## src/rtl/gpio_input_port_pkg.sv

```systemverilog
`default_nettype none
// ============================================================================
// Module      : gpio_input_port_pkg
// Description : Shared constants for the GPIO input port (bus width, bit
//               offset of the fall-event field, pin limit, read selects).
// Revision    : 1.0 - initial release
// ============================================================================
package gpio_input_port_pkg;

    localparam int   DATA_W    = 16;   // system data bus width
    localparam int   FALL_OFS  = 8;    // fall flags / fall enables start at this bit
    localparam int   MAX_WIDTH = 8;    // largest supported pin count

    localparam logic SEL_LEVEL = 1'b0; // dataSel value: read debounced levels
    localparam logic SEL_EVENT = 1'b1; // dataSel value: read rise/fall flags

endpackage : gpio_input_port_pkg
`default_nettype wire

```

## src/rtl/gpio_debounce.sv

```systemverilog
`default_nettype none
// ============================================================================
// Module      : gpio_debounce
// Description : One input pin: two-flop synchronizer, stability counter and
//               accepted level, with single-cycle rise/fall pulses that
//               coincide with the edge at which the level changes.
// Revision    : 1.0 - initial release
// ============================================================================
module gpio_debounce #(
    parameter int DEBOUNCE_CYCLES = 16000
) (
    input  logic CLK,
    input  logic RST_N,
    input  logic pinIn,
    output logic lvl,
    output logic riseP,
    output logic fallP
);

    localparam int              CNT_W    = $clog2(DEBOUNCE_CYCLES + 1);
    // Counter value from which one more differing sample completes the filter
    localparam logic [CNT_W-1:0] CNT_LAST = CNT_W'(DEBOUNCE_CYCLES - 1);

    logic             sync1_q, sync1_d;
    logic             sync2_q, sync2_d;
    logic             lvl_q,   lvl_d;
    logic [CNT_W-1:0] cnt_q,   cnt_d;
    logic             w_toggle;

    // Next-state: synchronize, count consecutive samples that differ from
    // the accepted level, and flip the level once the run is long enough
    always_comb begin
        sync1_d  = pinIn;
        sync2_d  = sync1_q;
        lvl_d    = lvl_q;
        cnt_d    = cnt_q;
        w_toggle = 1'b0;
        if (sync2_q == lvl_q) begin
            cnt_d = '0;
        end else if (cnt_q == CNT_LAST) begin
            w_toggle = 1'b1;
            lvl_d    = ~lvl_q;
            cnt_d    = '0;
        end else begin
            cnt_d = cnt_q + CNT_W'(1);
        end
    end

    // State registers; reset puts the pin in a quiet low state with no event
    always_ff @(posedge CLK or negedge RST_N) begin
        if (!RST_N) begin
            sync1_q <= 1'b0;
            sync2_q <= 1'b0;
            lvl_q   <= 1'b0;
            cnt_q   <= '0;
        end else begin
            sync1_q <= sync1_d;
            sync2_q <= sync2_d;
            lvl_q   <= lvl_d;
            cnt_q   <= cnt_d;
        end
    end

    // Pulses are taken from the toggle decision so the parent's flags land
    // on the same edge as the level change
    always_comb begin
        lvl   = lvl_q;
        riseP = w_toggle & ~lvl_q;
        fallP = w_toggle &  lvl_q;
    end

endmodule : gpio_debounce
`default_nettype wire

```

## src/rtl/gpio_input_port.sv

```systemverilog
`default_nettype none
// ============================================================================
// Module      : gpio_input_port
// Description : Memory-mapped GPIO input port. Debounced pin levels, sticky
//               rise/fall event flags with write-one-to-clear, maskable
//               level interrupt and a zero-latency read mux.
// Revision    : 1.0 - initial release
// ============================================================================
module gpio_input_port
    import gpio_input_port_pkg::*;
#(
    parameter int WIDTH           = 4,
    parameter int DEBOUNCE_CYCLES = 16000
) (
    input  logic              CLK,
    input  logic              RST_N,
    input  logic [WIDTH-1:0]  pinIn,
    input  logic [DATA_W-1:0] dataIn,
    input  logic              dataSel,
    input  logic              evtClear,
    input  logic              irqEnLoad,
    output logic [DATA_W-1:0] dataOut,
    output logic              irq
);

    logic [WIDTH-1:0] w_lvl;
    logic [WIDTH-1:0] w_rise_p;
    logic [WIDTH-1:0] w_fall_p;

    logic [WIDTH-1:0] rise_q,    rise_d;
    logic [WIDTH-1:0] fall_q,    fall_d;
    logic [WIDTH-1:0] rise_en_q, rise_en_d;
    logic [WIDTH-1:0] fall_en_q, fall_en_d;

    // Bus bits above the implemented pins are ignored by design
    logic w_unused_din;
    assign w_unused_din = ^dataIn;

    // One filter per pin
    generate
        for (genvar i = 0; i < WIDTH; i++) begin : g_pin
            gpio_debounce #(
                .DEBOUNCE_CYCLES (DEBOUNCE_CYCLES)
            ) u_debounce (
                .CLK   (CLK),
                .RST_N (RST_N),
                .pinIn (pinIn[i]),
                .lvl   (w_lvl[i]),
                .riseP (w_rise_p[i]),
                .fallP (w_fall_p[i])
            );
        end
    endgenerate

    // Flag and enable update: clear first, then OR in new events so a
    // same-cycle set always survives the clear
    always_comb begin
        rise_d    = rise_q;
        fall_d    = fall_q;
        rise_en_d = rise_en_q;
        fall_en_d = fall_en_q;
        if (evtClear) begin
            rise_d = rise_d & ~dataIn[WIDTH-1:0];
            fall_d = fall_d & ~dataIn[FALL_OFS +: WIDTH];
        end
        rise_d = rise_d | w_rise_p;
        fall_d = fall_d | w_fall_p;
        if (irqEnLoad) begin
            rise_en_d = dataIn[WIDTH-1:0];
            fall_en_d = dataIn[FALL_OFS +: WIDTH];
        end
    end

    // Event flags and interrupt enables
    always_ff @(posedge CLK or negedge RST_N) begin
        if (!RST_N) begin
            rise_q    <= '0;
            fall_q    <= '0;
            rise_en_q <= '0;
            fall_en_q <= '0;
        end else begin
            rise_q    <= rise_d;
            fall_q    <= fall_d;
            rise_en_q <= rise_en_d;
            fall_en_q <= fall_en_d;
        end
    end

    // Read mux and interrupt, both purely combinational from registered state
    always_comb begin
        dataOut = '0;
        if (dataSel == SEL_EVENT) begin
            dataOut[WIDTH-1:0]          = rise_q;
            dataOut[FALL_OFS +: WIDTH]  = fall_q;
        end else begin
            dataOut[WIDTH-1:0]          = w_lvl;
        end
        irq = (|(rise_q & rise_en_q)) | (|(fall_q & fall_en_q));
    end

endmodule : gpio_input_port
`default_nettype wire

```

## config.mk

```make
export PLATFORM = sky130hd
export DESIGN_NAME = gpio_input_port
export DESIGN_NICKNAME = d
export VERILOG_FILES = /design/src/rtl/gpio_input_port_pkg.sv /design/src/rtl/gpio_debounce.sv /design/src/rtl/gpio_input_port.sv
export SDC_FILE = /design/constraint.sdc
export NUM_CORES = 1
export LEC_CHECK = 0
export BUFFER_PORTS_ARGS = -buffer_cell sky130_fd_sc_hd__buf_2
export CORE_ASPECT_RATIO = 1.25
export CORE_MARGIN = 2
export CORE_UTILIZATION = 35
export DETAILED_ROUTE_END_ITERATION = 16
export SLEW_MARGIN = 20
export SYNTH_ARGS = -nofsm -noshare
export SYNTH_HDL_FRONTEND = slang
export SYNTH_SLANG_ARGS = --single-unit
```

## constraint.sdc

```tcl
create_clock -name CLK -period 5.3 [get_ports CLK]
set_clock_uncertainty 0.05 [all_clocks]
set_input_delay 1.06 -clock CLK [delete_from_list [all_inputs] [get_ports CLK]]
set_output_delay 1.06 -clock CLK [all_outputs]
set_load 0.005 [all_outputs]
```

== Word-level counts from Yosys, hierarchy flattened ==
Index checks and enable logic that the tools add are counted.

* Flip-flop bits (word level): 84
* Bits in latches: 0
* RAM bits: 0
* ROM bits: 0
* Input port bits: 25
* Output and inout bits: 17
* Word-level logic and storage cells: 83
* Memories kept: 0

* Add/sub/neg operators: 4
* Multipliers: 0
* Divide/modulo/power cells: 0
* $lt $le $gt $ge: 0
* Eq/ne operators: 8
* Shifts and indexed selects: 0
* Mux-type cells: 20
* Bitwise gates (word level): 25
* Reduce and logical (&&, ||, !) cells: 6

{| class="wikitable"
|+ Operators with widths
! kind !! count
|-
| $mux W14 || 8
|-
| $add A14 B1 Y14 const B || 4
|-
| $eq A14 B14 Y1 const B || 4
|-
| $and A4 B4 Y4 || 4
|-
| $mux W4 || 4
|-
| $and A1 B1 Y1 || 8
|-
| $mux W1 || 8
|-
| $not A1 Y1 || 8
|-
| $not A4 Y4 || 2
|-
| $or A4 B4 Y4 || 2
|-
| $reduce_and A2 Y1 || 4
|-
| $reduce_or A4 Y1 || 2
|-
| $eq A1 B1 Y1 || 4
|-
| $or A1 B1 Y1 || 1
|}

== Logic depth before layout (Yosys ltp) ==
* Depth in word-level cells: 5
* Depth in mapped cells: 6
* Gate-level depth less buffers: 5

== Modules after synthesis ==
A second synthesis with hierarchy kept.

* Cells, all modules: 373
* Area, all modules: 4001.3 um^2

{| class="wikitable"
|+ By module, submodules not included
! module !! times used !! cells each !! area each (um^2) !! seq. area each (um^2)
|-
| gpio_debounce || 4 || 77 || 794.5 || 425.4
|-
| gpio_input_port || 1 || 65 || 823.3 || 400.4
|}

== Worst setup path before layout ==
No wires, ideal clock.

* Path kind: input to output
* Start: in dataSel
* End: out dataOut[10]
* Arrival time: 1425 ps
* Required time: 4190 ps
* Setup slack: 2765 ps
* Cell stages on the path: 2
* Buffers on the path: 1
* Cells stage by stage: clkbuf_1 > and2_1

* Word-level cells in the longest chain between the ends: 1

{| class="wikitable"
|+ RTL lines
! what !! RTL line !! text
|-
| start: declaration || gpio_input_port.sv:19 || <nowiki>input logic dataSel,</nowiki>
|-
| $mux W4 || gpio_input_port.sv:92 || <nowiki>if (dataSel == SEL_EVENT) begin</nowiki>
|-
| end: declaration || gpio_input_port.sv:22 || <nowiki>output logic [DATA_W-1:0] dataOut,</nowiki>
|}

No other way between the ends.

== Worst setup path after layout ==
* Start: in dataSel
* End: out dataOut[3]

Same word-level chain as after synthesis.

==> Implementation_results.wiki <==
{| class="wikitable"
! Metric !! Value
|-
| Relative contribution of sequential cells to total power || 48.3%
|-
| Worst setup timing slack at the placement stage || 2430 ps
|-
| Peak clock frequency supported by timing || between 300 and 400 MHz
|-
| Unrepaired setup endpoints after global routing || no
|-
| Root cell of the clock tree || sky130_fd_sc_hd__clkbuf_16
|-
| Post-Syn Area || 3880 µm²
|-
| Startpoint Class || input port
|-
| Cts bufs inserted || 9
|-
| Fin worst setup slack || 2430 ps
|-
| Relative slew slack || 42.9%
|-
| Type of the setup path with the least slack || in2out
|-
| Summed negative setup slack over all endpoints || 0 ps
|-
| Number of unique standard cell types used by synthesis || 35
|-
| Vias in the first global route || 2,559
|-
| Clock Pin Slew Worst Setup and Hold Paths || 50 ps
|-
| Ratio of cells with drive above 1 in the final layout || 14.0%
|-
| Count of flip-flops with a built-in enable after synthesis || 0
|-
| Seq/Total Area, Yosys || about 54%
|-
| Antenna Diode Count || 0
|-
| Dominant delay contributor by cell family on the critical path || multiplexers
|-
| Standard-cell row count || between 40 and 50
|-
| Routed vias/inst || 4.83
|-
| Clock tree from TritonCTS || done
|-
| Number of DRC markers in iteration 0 || 83
|-
| Die X-Extent || ~98 µm
|-
| Number of antenna violations at the first check in global routing || 0
|-
| Int Pwr || 1.10 mW
|-
| Layout Cells excl Fill || 541
|-
| Share of flip-flops with an asynchronous set or reset || 100%
|-
| Total Die Area || about 12,000 µm²
|-
| Area after DPL || 4110 µm²
|-
| First-pass GRT wire length || 12,000 µm
|-
| Core Area || 11,000 µm²
|-
| Power share of the combinational group || 4.0%
|-
| Hold path cells || 0
|-
| Reported max-cap violation count || 0
|-
| Power spent charging and discharging nets || ~290 µW
|-
| Via count || 2,615
|-
| Areal power density over the cells || 313 nW/µm²
|-
| Fill cells || 1,071
|-
| End of the worst register-to-register path || g_pin[2].u_debounce.cnt_q[13]
|-
| # resized after CTS || 0
|-
| Worst Reg-to-Reg Cells || 5
|-
| Area growth syn-to-layout || 14.3%
|-
| Actual slew at the worst max-slew pin || ~860 ps
|-
| Count of port buffers added during placement || 25
|-
| Yosys warnings || 0
|-
| Syn Inst Count || 372
|-
| Clock latency on the worst-skew pair || 330 ps
|-
| Routed len/inst || roughly 13 µm
|-
| CTS Hold Bufs || 0
|-
| Number of antenna-violating nets in the routed design || 0
|-
| Post-Syn Area per Cell || 10.4 µm²
|-
| Leakage power summed over all cells || 1.88 nW
|-
| Crit path buffers/inverters || 2
|-
| Number of setup buffers added after CTS || 0
|-
| Drt pass-1 iters || 4
|-
| Setup-failing EPs final || 0
|-
| Launch point of the worst hold path || g_pin[2].u_debounce.sync1_q
|-
| Post-route cell area || approximately 4400 µm²
|-
| I/O pin count || 42
|-
| Global-route congestion overflow total || 0
|-
| Die Ht || 122 µm
|-
| Critical path cell sequence || buf_2 > mux2_2 > buf_2
|-
| Path class of the lowest-slack min-delay path || reg2reg
|-
| Synth Register Bits || 84
|-
| Total instance count after detailed placement || 525
|-
| Clock buffer depth || 2
|-
| Count of clock tree sinks || 84
|-
| Setup crit end kind || primary output
|-
| HPWL Detailed || 4740 µm
|-
| Net total in the final layout || 430
|-
| CP arrival || 1760 ps
|-
| Post-detailed-route DRC marker count || 0
|-
| Part of the power in the clock network || a little under half
|-
| Critical Path Fanout Max || 11
|-
| Global-route total usage across every layer || 12.6%
|-
| Setup slack, reg-to-reg || 3240 ps
|-
| Ys flop type || sky130_fd_sc_hd__dfrtp_1
|-
| Final wirelength || roughly 7000 µm
|-
| CTS HTree Levels || 3
|-
| CP most frequent cell || sky130_fd_sc_hd__buf_2
|-
| Slowest cell delay on critical path || between 300 and 400 ps
|-
| Crit Reg-Reg Startpoint || g_pin[2].u_debounce.cnt_q[0]
|-
| Switching power as a share of total power || between 20 and 25%
|-
| Fraction of the core area covered by cells at the end of the flow || 40.4%
|-
| Result of the run || complete, no violations
|-
| Endpoint of the worst hold path || g_pin[2].u_debounce.sync2_q
|-
| Maximum vdd drop || 168 µV
|-
| Worst-path cell with the longest stage delay || sky130_fd_sc_hd__mux2_2
|-
| Critical path data required time || 4190 ps
|-
| Max-slew violation total from the final report || 0
|-
| Endpoints failing hold || 0
|-
| Tmin final || 2870 ps
|-
| Post-route fraction of the period consumed by the critical path || 54.1%
|-
| GPL Wtd Cong || 0.771
|-
| Starting density of the core || 35.4%
|-
| Maximum number of pins on one net before global-route repair || 70
|}
==> cell type report <==
cell class	instances	area (µm²)	share of cell area [%]
sequential	84	2100	47.4
multi-input combinational	264	1650	37.2
inverter	16	60.1	1.35
clock buffer	12	246	5.56
clock inverter	4	72.6	1.64
timing repair buffer	26	135	3.05
tap	135	169	3.81
==> how the worst max path moves through the flow <==
| stage | startpoint | end | slack, ps | cells past startpoint |
|---|---|---|---|---|
| 3_3_place_gp | dataSel | dataOut[3] | 2430 | 3 |
| 5_1_grt | dataSel | dataOut[3] | 2390 | 3 |
| 3_5_place_dp | dataSel | dataOut[3] | 2430 | 3 |
| 4_1_cts | dataSel | dataOut[3] | 2420 | 3 |
| 2_1_floorplan | dataSel | dataOut[10] | 2760 | 2 |
| 6_report | dataSel | dataOut[3] | 2430 | 3 |
==> registers in the layout (all words and copies together), names as in the netlist <==
name	cells
fall_en_q	4
fall_q	4
g_pin.u_debounce.cnt_q	56
g_pin.u_debounce.lvl	4
g_pin.u_debounce.sync1_q	4
g_pin.u_debounce.sync2_q	4
rise_en_q	4
rise_q	4
==> cell usage in the layout, fill, tap and decap left out, types with 2 or more instances in the layout <==
cell	instances
sky130_fd_sc_hd__and3_1	2
sky130_fd_sc_hd__and2_1	5
sky130_fd_sc_hd__nand4bb_1	2
sky130_fd_sc_hd__ha_1	4
sky130_fd_sc_hd__inv_1	16
sky130_fd_sc_hd__clkbuf_1	2
sky130_fd_sc_hd__a22oi_1	4
sky130_fd_sc_hd__nor3_1	10
sky130_fd_sc_hd__or2_1	3
sky130_fd_sc_hd__nand4_1	16
sky130_fd_sc_hd__xnor2_1	33
sky130_fd_sc_hd__mux2_2	9
sky130_fd_sc_hd__nor2_1	57
sky130_fd_sc_hd__nor4_1	8
sky130_fd_sc_hd__nand3_1	18
sky130_fd_sc_hd__or4_4	2
sky130_fd_sc_hd__a21oi_1	2
sky130_fd_sc_hd__xor2_1	17
sky130_fd_sc_hd__nand2b_1	2
sky130_fd_sc_hd__bufinv_16	2
sky130_fd_sc_hd__dfrtp_1	84
sky130_fd_sc_hd__a32o_1	6
sky130_fd_sc_hd__clkbuf_16	9
sky130_fd_sc_hd__o21ai_0	7
sky130_fd_sc_hd__buf_4	2
sky130_fd_sc_hd__nand2_1	32
sky130_fd_sc_hd__o21ai_1	2
sky130_fd_sc_hd__conb_1	8
sky130_fd_sc_hd__nor4_2	3
sky130_fd_sc_hd__and4_1	4
sky130_fd_sc_hd__buf_2	24
sky130_fd_sc_hd__or3b_1	3
==> cell usage after synthesis, types with 3 or more instances <==
cell                       instances  share of area [%]
sky130_fd_sc_hd__and4_1            4               0.90
sky130_fd_sc_hd__or3b_1            3               0.68
sky130_fd_sc_hd__nor2_1           57                5.5
sky130_fd_sc_hd__o21ai_0           7               0.90
sky130_fd_sc_hd__and2_1            5               0.81
sky130_fd_sc_hd__nor3_1           10                1.3
sky130_fd_sc_hd__nor4_1            8                1.3
sky130_fd_sc_hd__dfrtp_1          84                 54
sky130_fd_sc_hd__nand3_1          18                2.3
sky130_fd_sc_hd__xnor2_1          33                7.4
sky130_fd_sc_hd__mux2_2            9                2.6
sky130_fd_sc_hd__inv_1            16                1.5
sky130_fd_sc_hd__nand4_1          16                2.6
sky130_fd_sc_hd__a32o_1            6                1.5
sky130_fd_sc_hd__a22oi_1           4               0.77
sky130_fd_sc_hd__xor2_1           17                3.8
sky130_fd_sc_hd__ha_1              4                1.3
sky130_fd_sc_hd__nor4_2            3               0.97
sky130_fd_sc_hd__or2_1             3               0.48
sky130_fd_sc_hd__buf_4            10                1.9
sky130_fd_sc_hd__clkbuf_1          3               0.29
sky130_fd_sc_hd__nand2_1          32                3.1
==> stage by stage <==
| step | hold WS [ps] | total power, mW |
|---|---|---|
| after floorplan | 281 | 0.716 |
| after global placement | 284 | 0.738 |
| after detailed placement | 292 | 0.740 |
| after CTS | 305 | 1.41 |
| after global routing | 313 | 1.45 |
| final | 303 | 1.39 |
==> layer usage <==
metal | vias to the layer above | part of all wire [%] | GRT usage [%] | routed length [µm]
li1 | 1306 | - | - | -
met1 | 1263 | 49 | 16.9 | 3410
met2 | 40 | 46 | 19.4 | 3170
met3 | 6 | 3.4 | 3.61 | 234
met4 | 0 | 1.3 | 5.14 | 91
met5 | - | 0 | 0 | 0
==> power by group through the flow <==
| stage | Clock, mW | Sequential (mW) | Combinational [mW] |
|---|---|---|---|
| after floorplan | 0 | 0.679 | 0.0361 |
| after global placement | 0 | 0.682 | 0.0565 |
| after detailed placement | 0 | 0.683 | 0.0571 |
| after CTS | 0.685 | 0.671 | 0.0576 |
| after global routing | 0.712 | 0.673 | 0.0659 |
| final | 0.663 | 0.671 | 0.0553 |
==> cell families (layout without fill, tap and decap cells) <==
family,after synthesis,in the layout,share of synthesized area (%)
AOI/OAI and AO/OA,21,21,3.74
muxes,10,10,2.90
xor gates and xnor gates,50,50,11.3
and+or+nand+nor,171,171,22.5
DFF,84,84,54.2
buffers and inverters,31,58,4.03
other,1,8,0.0967
adders and majority gates,4,4,1.29
Power figures use the tool's default switching activity.
